--- config.mk ---
export PLATFORM = sky130hd
export DESIGN_NAME = mem_request_ctrl
export DESIGN_NICKNAME = d
export VERILOG_FILES = /design/src/rtl/mem_request_ctrl.sv
export SDC_FILE = /design/constraint.sdc
export NUM_CORES = 1
export LEC_CHECK = 0
export CAP_MARGIN = 0
export CORE_UTILIZATION = 34
export DETAILED_ROUTE_END_ITERATION = 8
export PLACE_DENSITY = 0.71
export SYNTH_ARGS = -nofsm -noshare
export SYNTH_HDL_FRONTEND = slang
export SYNTH_SLANG_ARGS = --single-unit
--- constraint.sdc ---
create_clock -name clk -period 1.8 [get_ports clk]
set_input_delay 0.36 -clock clk [delete_from_list [all_inputs] [get_ports clk]]
set_output_delay 0.36 -clock clk [all_outputs]
set_load 0.01 [all_outputs]
--- src/rtl/mem_request_ctrl.sv ---
// Single-outstanding load/store initiator for the data memory port; screens bad requests.
// Accept-to-response: store 2, load READ_LATENCY+1, error 1 cycles; no new request accepted until the response is consumed.
module mem_request_ctrl #(
  parameter int DATA_WIDTH    = 32,
  parameter int ADDRESS_WIDTH = 20,
  parameter int MEM_SIZE      = 16384,
  parameter int READ_LATENCY  = 1
) (
  input  logic                     clk,
  input  logic                     rst,
  input  logic                     req_valid,
  output logic                     req_ready,
  input  logic                     req_write,
  input  logic                     req_byte,
  input  logic [ADDRESS_WIDTH-1:0] req_addr,
  input  logic [DATA_WIDTH-1:0]    req_wdata,
  output logic                     rsp_valid,
  input  logic                     rsp_ready,
  output logic [DATA_WIDTH-1:0]    rsp_rdata,
  output logic                     rsp_error,
  output logic                     busy,
  output logic [ADDRESS_WIDTH-1:0] mem_address,
  output logic [DATA_WIDTH-1:0]    mem_write_data,
  output logic                     mem_we,
  output logic                     mem_re,
  output logic                     mem_be,
  input  logic [DATA_WIDTH-1:0]    mem_read_data
);

  localparam int CW = (READ_LATENCY < 1) ? 1 : $clog2(READ_LATENCY + 1);
  localparam int PADW = DATA_WIDTH - 8;
  localparam logic [ADDRESS_WIDTH:0] MEM_LIMIT = (ADDRESS_WIDTH + 1)'(MEM_SIZE);

  typedef enum logic [1:0] {IDLE, WRITE, READ, RESP} state_t;

  typedef struct packed {
    logic                     we;
    logic                     re;
    logic                     be;
    logic [ADDRESS_WIDTH-1:0] address;
    logic [DATA_WIDTH-1:0]    write_data;
  } mem_cmd_t;

  state_t                  state_q, state_d;
  logic [CW-1:0]           cnt_q, cnt_d;
  mem_cmd_t                cmd_q, cmd_d;
  logic                    rsp_valid_q, rsp_valid_d;
  logic                    rsp_error_q, rsp_error_d;
  logic [DATA_WIDTH-1:0]   rsp_rdata_q, rsp_rdata_d;
  logic                    req_err;

  // Byte accesses may be unaligned; word accesses must sit on a 4-byte boundary.
  assign req_err = ({1'b0, req_addr} >= MEM_LIMIT) || (!req_byte && (req_addr[1:0] != 2'b00));

  always_comb begin
    state_d     = state_q;
    cnt_d       = cnt_q;
    cmd_d       = cmd_q;
    cmd_d.we    = 1'b0;
    cmd_d.re    = 1'b0;
    rsp_valid_d = rsp_valid_q;
    rsp_error_d = rsp_error_q;
    rsp_rdata_d = rsp_rdata_q;

    case (state_q)
      IDLE: begin
        if (req_valid) begin
          if (req_err) begin
            state_d     = RESP;
            rsp_valid_d = 1'b1;
            rsp_error_d = 1'b1;
            rsp_rdata_d = '0;
          end else begin
            cmd_d.address = req_addr;
            cmd_d.be      = req_byte;
            if (req_write) begin
              state_d          = WRITE;
              cmd_d.we         = 1'b1;
              cmd_d.write_data = req_byte ? {{PADW{1'b0}}, req_wdata[7:0]} : req_wdata;
            end else begin
              state_d  = READ;
              cmd_d.re = 1'b1;
              cnt_d    = CW'(READ_LATENCY);
            end
          end
        end
      end

      WRITE: begin
        state_d     = RESP;
        rsp_valid_d = 1'b1;
        rsp_error_d = 1'b0;
        rsp_rdata_d = '0;
      end

      READ: begin
        // Read data is sampled on the edge that ends the last strobe cycle.
        if (cnt_q <= CW'(1)) begin
          state_d     = RESP;
          rsp_valid_d = 1'b1;
          rsp_error_d = 1'b0;
          rsp_rdata_d = cmd_q.be ? {{PADW{1'b0}}, mem_read_data[7:0]} : mem_read_data;
        end else begin
          cnt_d    = cnt_q - CW'(1);
          cmd_d.re = 1'b1;
        end
      end

      RESP: begin
        if (rsp_ready) begin
          state_d     = IDLE;
          rsp_valid_d = 1'b0;
        end
      end

      default: begin
        state_d = IDLE;
      end
    endcase
  end

  always_ff @(posedge clk) begin
    if (!rst) begin
      state_q     <= IDLE;
      cnt_q       <= '0;
      cmd_q       <= '0;
      rsp_valid_q <= 1'b0;
      rsp_error_q <= 1'b0;
      rsp_rdata_q <= '0;
    end else begin
      state_q     <= state_d;
      cnt_q       <= cnt_d;
      cmd_q       <= cmd_d;
      rsp_valid_q <= rsp_valid_d;
      rsp_error_q <= rsp_error_d;
      rsp_rdata_q <= rsp_rdata_d;
    end
  end

  assign req_ready      = (state_q == IDLE);
  assign busy           = (state_q != IDLE);
  assign rsp_valid      = rsp_valid_q;
  assign rsp_error      = rsp_error_q;
  assign rsp_rdata      = rsp_rdata_q;
  assign mem_we         = cmd_q.we;
  assign mem_re         = cmd_q.re;
  assign mem_be         = cmd_q.be;
  assign mem_address    = cmd_q.address;
  assign mem_write_data = cmd_q.write_data;

endmodule
After elaboration in Yosys (flattened, before gate mapping)
Cells that the tools add are included.

Flip-flop bits (word level): 92. Input bits: 90. Output and inout port bits: 91. Word-level logic and storage cells: 73.

Add/subtract/negate cells: 1. Order comparisons: 2. Equality and inequality tests: 10. Mux-type cells: 31. Bitwise gates (word level): 4. Reduce and logical (&&, ||, !) cells: 15.

Operators with widths (number): $mux W32 (6); $mux W54 (2); $pmux W32 S3 (1); $ge A20 B15 Y1 const B (1); $mux W1 (12); $ne A2 B2 Y1 const B (6); $reduce_and A4 Y1 (3); $mux W2 (5); $pmux W2 S4 (1); $reduce_and A3 Y1 (2); $reduce_bool A2 Y1 (3); $reduce_and A5 Y1 (1); $eq A2 B2 Y1 const B (2); $not A1 Y1 (4); $pmux W1 S2 (2); $pmux W1 S4 (1); $reduce_or A4 Y1 (1); $pmux W1 S3 (1); $reduce_bool A3 Y1 (1); $eq A2 B1 Y1 const B (1); $logic_not A2 Y1 (1); $ne A2 B1 Y1 const B (1); $le A1 B1 Y1 const B (1); $logic_and A1 B1 Y1 (1); other kinds (3) (3).

Longest topological paths before layout
Gate-level depths: netlist of the first run.

Word-level depth: 6. Mapped depth: 9.

Worst setup path before layout of the first run
Ideal clock, no wire load.

Kind: reg2reg. From: register state_q[0]. To: register rsp_rdata_q[12] (netlist: rsp_rdata[12]). Arrival: 1.609 ns. Required time: 1.731 ns. Path slack: 0.122 ns. Cell stages (with the launch flop): 9. Buffers on the path: 2. Period minus slack after synthesis: 1.678 ns. Path through: dfxtp_1 -> inv_1 -> ha_1 -> nor4b_4 -> a311oi_2 -> buf_4 -> buf_6 -> nand3_1 -> o21ai_1.

Cells in the longest elaborated chain, start to end: 3. Elaborated cells between the ends (all ways): 9. Classes of those cells: eq/ne (5); mux (1); reduce/logical (3).

Ends and longest elaborated chain: from (decl) (RTL line 44) `state_t state_q, state_d;`; from (signal assigned) (RTL line 131) `state_q <= state_d;`; $logic_not A2 Y1 (*); named net req_ready (RTL line 12) `output logic req_ready,`; $ne A2 B1 Y1 (no source line), or another cell as far along; $reduce_and A4 Y1 (no source line); to (signal assigned) (RTL line 136) `rsp_rdata_q <= rsp_rdata_d;`; to (decl) (RTL line 49) `logic [DATA_WIDTH-1:0] rsp_rdata_q, rsp_rdata_d;`.

The timed path passes the listed nets; every way through them passes the cells marked *. A chain may end at the register's enable or synchronous reset.

Worst setup path after layout of the first run
From: register state_q[1]. To: register rsp_error_q (netlist: rsp_error).

Cells in the longest elaborated chain, start to end: 3. Elaborated cells between the ends (all ways): 9. Classes of those cells: eq/ne (5); mux (1); reduce/logical (3).

Ends and longest elaborated chain: $eq A2 B2 Y1, or another cell as far along (RTL line 65) `case (state_q)`; $ne A2 B2 Y1 (no source line), or another cell as far along; $reduce_and A4 Y1 (no source line); to (signal assigned) (RTL line 135) `rsp_error_q <= rsp_error_d;`; to (decl) (RTL line 48) `logic rsp_error_q, rsp_error_d;`.

Several ways; a longest one is shown, not always the timed one.

==> out/summary.md, run 1 <==
## Clock tree
- **number of buffers created by CTS** 9
- **later-pin clock latency in the skew report** 0.35 ns
- **maximum level of the CTS H-tree** 3
- **library cell used as clock root buffer** sky130_fd_sc_hd__clkbuf_8
- **TritonCTS sink count** 91
- **Clock transition at path regs** 0.09 ns
- **hold-fix buffer count after cts** 0
- **maximum number of buffers from clock root to sink** 2
- **TritonCTS clock tree** done

## Worst setup path
- **Crit. End Element** flop
- **number of cells traversed by the worst register-to-register path** 8
- **worst setup path class** reg -> reg
- **CP startpoint kind** flop
- **CP Max Fanout** 5
- **required time at the endpoint of the critical path** 2.05 ns
- **Worst Path Arrival** 2.00 ns

## Status
- **outcome** completed

## Floorplan
- **starting density of the core** 0.352
- **number of primary I/O pins** 181
- **Core Region** 0.00977 sq mm
- **number of core rows** 36
- **Die Wd** 103 um
- **Die ar.** 0.0105 sq mm
- **Die Ht** 103 um

## Detailed routing
- **via count of the routed design** 3496
- **remaining antenna violation count** 0
- **wire length per cell after detailed routing** 13.9 um
- **number of DRC violations after detailed-routing iteration 0** 74
- **detailed-router iteration count before antenna repair** 4
- **detailed-route vias per instance** 4.80
- **DRC violation count after routing** 0
- **detailed-route wire length** 10100 um

## Timing
- **worst hold slack** 0.451 ns
- **count of final max-slew check failures** 0
- **post-route clock skew** 0.0138 ns
- **unrepaired setup endpoints after global routing** yes
- **upper clock frequency limit** 573 MHz
- **post-route minimum period** 1.75 ns
- **number of hold-slack violations in the final timing report** 0
- **number of setup violations in the final report** 0
- **relative slew slack** 0.720
- **worst slew pin tran** 0.419 ns
- **post-route clock period utilization** 0.970

## Synth
- **number of standard cells after synthesis** 407
- **post-synthesis instance area** 0.00344 sq mm
- **syn nets** 501
- **per-instance average area after synthesis** 8.44 sq um
- **biggest area contributors in the synthesized netlist** sky130_fd_sc_hd__dfxtp_1, sky130_fd_sc_hd__nand3_1, sky130_fd_sc_hd__o21ai_1
- **top-area cell type share of the netlist area** 0.530
- **number of synthesis warnings** 0
- **number of different library cells in the post-synthesis netlist** 28
- **area leader, netlist** sky130_fd_sc_hd__dfxtp_1
- **sequential element share of the synthesized area** 0.530
- **number of flip-flops and latches in the synthesized netlist** 91

## Finish
- **Net count, final** 684
- **Layout fillers** 862
- **post-route cell area** 0.00585 sq mm
- **final core utilization** 0.598
- **share of post-route cells with drive strength above 1** 0.104
- **leading cell types in the layout, fill and taps excluded** sky130_fd_sc_hd__clkdlybuf4s50_1, sky130_fd_sc_hd__dfxtp_1, sky130_fd_sc_hd__nand2_1
- **area added between synthesis and finish** 70.1%
- **most frequent standard cell in the layout excluding fill and tap cells** sky130_fd_sc_hd__clkdlybuf4s50_1
- **antenna fix cells** 0

## Min path
- **hold-critical path depth** 2
- **class of the most critical hold timing path** reg -> reg

## Global route
- **antenna violations before repair** 0
- **pin count of the biggest net entering global routing** 81
- **vias in the first global route** 3204
- **Overflow after GRT** 0
- **first-pass GRT wire length** 14800 um
- **GR Util All Layers** 0.181

## Power and ir drop
- **Cell Pwr Density** 929 mW/mm^2
- **leakage power** 2.10 nW
- **Pwr Total** 5.43 mW
- **Max IR drop VDD** 0.474 mV

## Place
- **Port-buffer cells** 180
- **DP Area** 0.00549 sq mm
- **final HPWL from detailed placement** 7090 um
- **Final Wtd Congestion** 0.722

## Flow run
- **Max-cap violations** 0

-- state kept, by name, summed over array words and instances, names as in the netlist --
| signal | count |
|---|---|
| rsp_valid | 1 |
| mem_address | 20 |
| mem_write_data | 32 |
| state_q | 2 |
| mem_re | 1 |
| rsp_rdata | 32 |
| rsp_error | 1 |
| mem_we | 1 |
| mem_be | 1 |
-- per-layer routing --
metal / up-vias / part of all wire / routed length [um] / track usage
met1: 1589 / 0.41 / 4160 / 0.209
met2: 135 / 0.49 / 4930 / 0.319
met3: 16 / 0.086 / 866 / 0.0522
met4: 0 / 0.017 / 170 / 0.0659
met5: - / 0 / 0 / 0
li1: 1756 / - / - / -
-- per-stage QoR --
| step | TNS [ns] | setup slack [ns] | cells |
|---|---|---|---|
| 3_3_place_gp | -11.73 | -0.176 | 706 |
| 5_1_grt | -0.0512 | -0.0200 | 728 |
| 4_1_cts | 0 | 0.00161 | 722 |
| 2_1_floorplan | 0 | 0.122 | 407 |
| 6_report | 0 | 0.0535 | 728 |
| 3_5_place_dp | -14.34 | -0.228 | 706 |
-- area by class of cell --
cell class	count	area (sq um)	area share
repair buffers	208	2200	0.376
flip-flops and latches	91	1820	0.312
multi-input cells	276	1460	0.249
well taps	133	166	0.0285
clock buffers	10	138	0.0235
clock inverters	6	47.5	0.00813
inverters	4	15.0	0.00257
-- cell families (layout without fill, tap and decap cells) --
logic type,after synthesis,after routing,share of synthesized area
AND/OR/NAND/NOR,183,183,0.252
flip-flops,91,91,0.530
AO/OA/AOI/OAI,88,88,0.137
buffers and inverters,40,228,0.0634
adder cells (fa/ha/maj),4,4,0.0146
multiplexers,1,1,0.00328
-- critical path, cell delays in order (launching register included) --
cell and delay, ns:
sky130_fd_sc_hd__dfxtp_2 0.33, sky130_fd_sc_hd__buf_4 0.12, sky130_fd_sc_hd__buf_4 0.14, sky130_fd_sc_hd__ha_4 0.16, sky130_fd_sc_hd__a311oi_4 0.42, sky130_fd_sc_hd__buf_12 0.19, sky130_fd_sc_hd__buf_4 0.12, sky130_fd_sc_hd__nand2_1 0.06
sky130_fd_sc_hd__o211a_1 0.12
-- repair_timing --
| item | CTS | global route |
|---|---|---|
| setup buffers | 0 | 4 |
| endpoints found under the hold margin | 0 | 0 |
| gates cloned | 0 | 4 |
| endpoints found under the setup margin | 18 | 44 |
| resized for setup | 4 | 16 |
| pin swaps | 0 | 2 |
-- worst paths after layout --
path            startpoint       endpoint  slack (ns)
max             state_q[1]      rsp_error        0.05
min          rsp_rdata[27]  rsp_rdata[27]        0.45
max reg2reg     state_q[1]      rsp_error        0.05
min reg2reg  rsp_rdata[27]  rsp_rdata[27]        0.45
-- synthesized netlist by cell type (all sizes together) --
library cell / count
a21oi: 1
a311oi: 1
a31o: 1
and2: 2
and3: 8
and4: 1
buf: 25
clkbuf: 11
dfxtp: 91
ha: 4
inv: 4
mux2: 1
nand2: 82
nand2b: 1
nand3: 81
nand4: 1
nor2: 1
nor2b: 4
nor3: 1
nor4b: 1
o211a: 1
o21ai: 81
o21bai: 2
o311a: 1
-- power by group --
part | internal [mW] | leakage, nW | total, mW | switching (mW)
Sequential | 2.15 | 0.736 | 2.21 | 0.0676
Clock | 0.552 | 0.0933 | 1.29 | 0.737
Combinational | 1.13 | 1.27 | 1.93 | 0.796
Total | 3.83 | 2.10 | 5.43 | 1.60
(Power assumes the default switching activity.)
==> run 2: changes to the inputs <==
- CORE_ASPECT_RATIO: default -> 1.4
==> run 2 against run 1 <==
  * Sequential share of layout area fell by 0.49 points
  * Hold slack got worse by 0.0030 ns
  * Setup slack got worse by 0.029 ns
  * Clock skew fell by 0.0086 ns
  * Largest power group unchanged
  * Highest routed layer unchanged
==> out/summary.md, run 2 (synthesized netlist as in run 1, its figures left out) <==
## Timing
- **final setup slack of the worst path** 0.0242 ns
- **post-route clock skew** 0.00512 ns
- **worst slew pin tran** 0.458 ns
- **post-route minimum period** 1.78 ns
- **number of hold-slack violations in the final timing report** 0
- **count of final max-slew check failures** 0
- **relative slew slack** 0.691
- **upper clock frequency limit** 563 MHz
- **number of setup violations in the final report** 0
- **unrepaired setup endpoints after global routing** yes
- **post-route clock period utilization** 0.987
- **worst hold slack** 0.448 ns

## Global route
- **Overflow after GRT** 0
- **antenna violations before repair** 0
- **pin count of the biggest net entering global routing** 117
- **GR Util All Layers** 0.191
- **vias in the first global route** 3333
- **first-pass GRT wire length** 15600 um

## Status
- **outcome** completed

## Floorplan
- **Die Wd** 87.0 um
- **Die ar.** 0.0105 sq mm
- **Die Ht** 121 um
- **number of primary I/O pins** 181
- **starting density of the core** 0.349
- **number of core rows** 43
- **Core Region** 0.00985 sq mm

## Clock tree
- **library cell used as clock root buffer** sky130_fd_sc_hd__clkbuf_16
- **maximum level of the CTS H-tree** 3
- **Clock transition at path regs** 0.06 ns
- **hold-fix buffer count after cts** 0
- **TritonCTS sink count** 91
- **number of buffers created by CTS** 9
- **maximum number of buffers from clock root to sink** 2
- **later-pin clock latency in the skew report** 0.34 ns
- **TritonCTS clock tree** done

## Power and ir drop
- **Reg power frac** 0.371
- **share of power burned in the clock network** 0.346
- **Sw Share** 0.269
- **Max IR drop VDD** 0.476 mV
- **Cell Pwr Density** 1010 mW/mm^2
- **design internal power** 4.40 mW
- **leakage power** 2.15 nW
- **switching power total** 1.62 mW
- **share of power burned in combinational logic** 0.283

## Finish
- **Layout fillers** 850
- **post-route cell area** 0.00595 sq mm
- **antenna fix cells** 0
- **share of post-route cells with drive strength above 1** 0.109
- **leading cell types in the layout, fill and taps excluded** sky130_fd_sc_hd__clkdlybuf4s50_1, sky130_fd_sc_hd__dfxtp_1, sky130_fd_sc_hd__nand2_1
- **area added between synthesis and finish** 73.1%
- **Net count, final** 686
- **most frequent standard cell in the layout excluding fill and tap cells** sky130_fd_sc_hd__clkdlybuf4s50_1

## Place
- **post-place setup slack** -0.224 ns
- **DP Area** 0.00543 sq mm
- **Port-buffer cells** 180
- **final HPWL from detailed placement** 7010 um
- **Final Wtd Congestion** 0.720

## Detailed routing
- **via count of the routed design** 3506
- **number of DRC violations after detailed-routing iteration 0** 156
- **detailed-route vias per instance** 4.79
- **wire length per cell after detailed routing** 14.2 um
- **detailed-router iteration count before antenna repair** 4
- **DRC violation count after routing** 0
- **detailed-route wire length** 10400 um
- **remaining antenna violation count** 0

## Worst setup path
- **Crit. End Element** flop
- **worst reg-to-reg setup slack** 0.02 ns
- **worst setup path class** reg -> reg
- **required time at the endpoint of the critical path** 2.03 ns
- **CP startpoint kind** flop
- **Worst Path Arrival** 2.00 ns
- **CP Max Fanout** 4

## Flow run
- **Max-cap violations** 0

## Min path
- **class of the most critical hold timing path** reg -> reg

run 2: cell types whose count changed in the layout (fill, tap and decap cells not counted), moves of 2 or more:
cell	delta
sky130_fd_sc_hd__clkinv_4	-2
sky130_fd_sc_hd__nand3_2	-2
sky130_fd_sc_hd__nor2b_2	+2
sky130_fd_sc_hd__clkbuf_8	-8
sky130_fd_sc_hd__buf_8	+2
sky130_fd_sc_hd__buf_12	-4
sky130_fd_sc_hd__nand3_1	+2
sky130_fd_sc_hd__clkbuf_16	+7
sky130_fd_sc_hd__buf_4	+2
sky130_fd_sc_hd__buf_6	+4
sky130_fd_sc_hd__bufinv_16	+2
run 2: layer usage:
layer	GRT usage	wire (um)	vias to the layer above
met5	0	0	-
met4	0.0979	284	0
met3	0.0388	644	21
met2	0.342	5330	137
met1	0.208	4140	1591
li1	-	-	1757
run 2: area by class of cell:
cell class | instances | area, sq um | area share
tap | 135 | 169 | 0.0284
timing repair buffer | 210 | 2160 | 0.363
clock buffer | 11 | 253 | 0.0425
sequential | 91 | 1830 | 0.307
clock inverter | 5 | 83.8 | 0.0141
inverter | 4 | 17.5 | 0.00295
multi-input combinational | 276 | 1440 | 0.242
run 2: worst max-delay path, cell delays in order, from the launching register on:
cell	delay [ns]
sky130_fd_sc_hd__dfxtp_4	0.37
sky130_fd_sc_hd__inv_4	0.04
sky130_fd_sc_hd__ha_4	0.15
sky130_fd_sc_hd__nor4b_4	0.12
sky130_fd_sc_hd__buf_4	0.15
sky130_fd_sc_hd__a311oi_4	0.34
sky130_fd_sc_hd__buf_4	0.18
sky130_fd_sc_hd__buf_6	0.08
sky130_fd_sc_hd__buf_6	0.09
sky130_fd_sc_hd__nand2_2	0.03
sky130_fd_sc_hd__o211a_1	0.11
run 2: power groups by stage:
stage / logic (mW) / clock network [mW] / registers, mW
finish: 1.70 / 2.08 / 2.23
global route: 1.83 / 2.20 / 2.24
CTS: 1.44 / 2.13 / 2.22
detailed placement: 1.37 / 0 / 2.26
global placement: 1.35 / 0 / 2.25
floorplan: 0.669 / 0 / 2.31
run 2: worst paths after layout:
| kind | start | endpoint | cells past startpoint |
|---|---|---|---|
| setup / recovery | state_q[1] | rsp_error | 10 |
| hold reg to reg | rsp_rdata[23] | rsp_rdata[23] | 2 |
| setup reg to reg | state_q[1] | rsp_error | 10 |
| hold / removal | rsp_rdata[23] | rsp_rdata[23] | 2 |
run 2: what timing repair did:
item                       4_1_cts  5_1_grt
setup endpoints to repair       34       42
pin swaps                        1        3
gates resized for setup          9       24
gates cloned                     1        4
setup buffers                    2        4
run 2: metrics by stage:
step | cells | total power, mW | setup TNS (ns) | utilization
after global routing | 732 | 6.27 | -0.163 | 0.604
final | 732 | 6.01 | 0 | 0.604
after CTS | 725 | 5.79 | -0.0559 | 0.589
after detailed placement | 706 | 3.63 | -14.41 | 0.551
after global placement | 706 | 3.60 | -12.62 | 0.551
after floorplan | 407 | 2.98 | 0 | -
==> run 3: changes to the inputs <==
- SETUP_SLACK_MARGIN: default -> 0.3
==> run 3 against run 2 <==
  * First-iteration DRC count decreased by 5.8%
  * Critical path depth is 2 lower
  * Largest power group unchanged
  * Via count is 4.6% higher
==> out/summary.md, run 3 (synthesized netlist as in run 1, its figures left out) <==
## Status
- **outcome** completed

## Flow run
- **Max-cap violations** 0

## Worst setup path
- **number of cells traversed by the worst register-to-register path** 8
- **sequence of cells on the critical path** inv_4 -> ha_4 -> nor4b_4 -> buf_4 -> nand4_4 -> clkbuf_16 -> nand3_2 -> o21ai_1
- **Crit. End Element** flop
- **depth of the critical timing path with buffers and inverters included** 8
- **required time at the endpoint of the critical path** 2.03 ns
- **CP Max Fanout** 8
- **worst reg-to-reg setup slack** 0.10 ns
- **critical-path cell with the highest stage delay** sky130_fd_sc_hd__dfxtp_4
- **kind of cell with the highest combined delay on the critical path** simple AND/OR/NAND/NOR gates
- **peak per-stage delay on the critical path** 0.35 ns
- **r2r endpoint** mem_write_data[7]
- **Worst Path Arrival** 1.92 ns
- **r2r startpoint** state_q[1]
- **worst setup path class** reg -> reg
- **Buf+Inv Stages, Crit Path** 3
- **CP startpoint kind** flop

## Clock tree
- **number of buffers created by CTS** 9
- **later-pin clock latency in the skew report** 0.34 ns
- **maximum number of buffers from clock root to sink** 2
- **hold-fix buffer count after cts** 0
- **Clock transition at path regs** 0.06 ns
- **library cell used as clock root buffer** sky130_fd_sc_hd__clkbuf_16
- **TritonCTS sink count** 91
- **TritonCTS clock tree** done
- **maximum level of the CTS H-tree** 3

## Timing
- **post-route clock period utilization** 0.943
- **upper clock frequency limit** 589 MHz
- **Setup Total Neg Slack** 0 ns
- **relative slew slack** 0.581
- **count of final max-slew check failures** 0
- **post-route minimum period** 1.70 ns
- **number of hold-slack violations in the final timing report** 0
- **number of setup violations in the final report** 0
- **unrepaired setup endpoints after global routing** yes
- **worst slew pin tran** 0.628 ns
- **post-route clock skew** 0.00727 ns
- **final setup slack of the worst path** 0.103 ns

## Power and ir drop
- **Reg power frac** 0.360
- **share of power burned in the clock network** 0.328
- **switching power total** 1.73 mW
- **share of power burned in combinational logic** 0.312
- **Max IR drop VDD** 0.513 mV
- **Cell Pwr Density** 980 mW/mm^2
- **Sw Share** 0.280
- **leakage power** 2.69 nW
- **design internal power** 4.44 mW

## Floorplan
- **number of primary I/O pins** 181
- **Die Ht** 121 um
- **Core Region** 0.00985 sq mm
- **number of core rows** 43
- **starting density of the core** 0.349
- **Die Wd** 87.0 um
- **Die ar.** 0.0105 sq mm

## Detailed routing
- **remaining antenna violation count** 0
- **detailed-route wire length** 11600 um
- **via count of the routed design** 3667
- **detailed-route vias per instance** 4.96
- **DRC violation count after routing** 0
- **number of DRC violations after detailed-routing iteration 0** 147
- **wire length per cell after detailed routing** 15.7 um
- **detailed-router iteration count before antenna repair** 4

## Global route
- **GR Util All Layers** 0.198
- **vias in the first global route** 3358
- **Overflow after GRT** 0
- **pin count of the biggest net entering global routing** 65
- **antenna violations before repair** 0
- **first-pass GRT wire length** 16100 um

## Finish
- **most frequent standard cell in the layout excluding fill and tap cells** sky130_fd_sc_hd__dlygate4sd2_1
- **Net count, final** 693
- **post-route cell area** 0.00630 sq mm
- **antenna fix cells** 0
- **area added between synthesis and finish** 83.4%
- **leading cell types in the layout, fill and taps excluded** sky130_fd_sc_hd__dlygate4sd2_1, sky130_fd_sc_hd__dfxtp_1, sky130_fd_sc_hd__clkdlybuf4s50_1
- **share of post-route cells with drive strength above 1** 0.220

## Min path
- **class of the most critical hold timing path** reg -> reg
- **Worst Min Path Start** rsp_rdata[28]
- **hold-critical path depth** 2
- **worst-case hold path end point** rsp_rdata[28]

## Place
- **Final Wtd Congestion** 0.726
- **Port-buffer cells** 180
- **DP Area** 0.00548 sq mm
- **post-place setup slack** -0.267 ns
- **final HPWL from detailed placement** 6930 um

==> run 3: routing by layer <==
metal	part of all wire	global-route usage	up-vias
met3	0.069	0.0490	12
li1	-	-	1779
met5	0	0	-
met1	0.37	0.215	1742
met4	0.016	0.0948	0
met2	0.54	0.353	134
==> run 3: area by class of cell <==
type	count	area (sq um)
sequential	91	1830
clock buffer	12	246
fill	846	3550
tap	135	169
inverter	4	17.5
clock inverter	4	73.8
multi-input combinational	276	1740
timing repair buffer	217	2220
==> run 3: what timing repair did <==
action	CTS	global route
cloned	6	8
buffers inserted	6	2
pin swaps	3	31
gates resized for setup	119	56
setup endpoints to repair	182	92
==> run 3: tightest hold or removal path, stage by stage, from the launching register on <==
cell and delay, ns:
sky130_fd_sc_hd__dfxtp_1 0.30, sky130_fd_sc_hd__nand2_1 0.05, sky130_fd_sc_hd__o21ai_1 0.05
==> run 3: per-stage QoR <==
step                hold slack, ns  cells   util  total power [mW]
floorplan                    0.432    407      -              3.12
global placement             0.436    701  0.557              3.65
detailed placement           0.440    701  0.557              3.68
CTS                          0.447    729  0.598              6.00
global route                 0.467    739  0.640              6.44
finish                       0.444    739  0.640              6.17
==> run 3: how the worst max path moves through the flow <==
stage / startpoint / end
final: state_q[1] / mem_write_data[7]
after detailed placement: req_addr[19] / rsp_rdata[2]
after CTS: state_q[0] / mem_address[13]
after floorplan: state_q[1] / rsp_rdata[12]
after global placement: req_addr[19] / rsp_rdata[2]
after global routing: state_q[0] / mem_address[9]
==> run 3: power groups by stage <==
stage	Combinational, mW	Sequential [mW]	Clock, mW
after global routing	2.07	2.23	2.13
after CTS	1.73	2.22	2.06
after floorplan	0.799	2.32	0
after detailed placement	1.40	2.28	0
final	1.93	2.22	2.03
after global placement	1.38	2.27	0
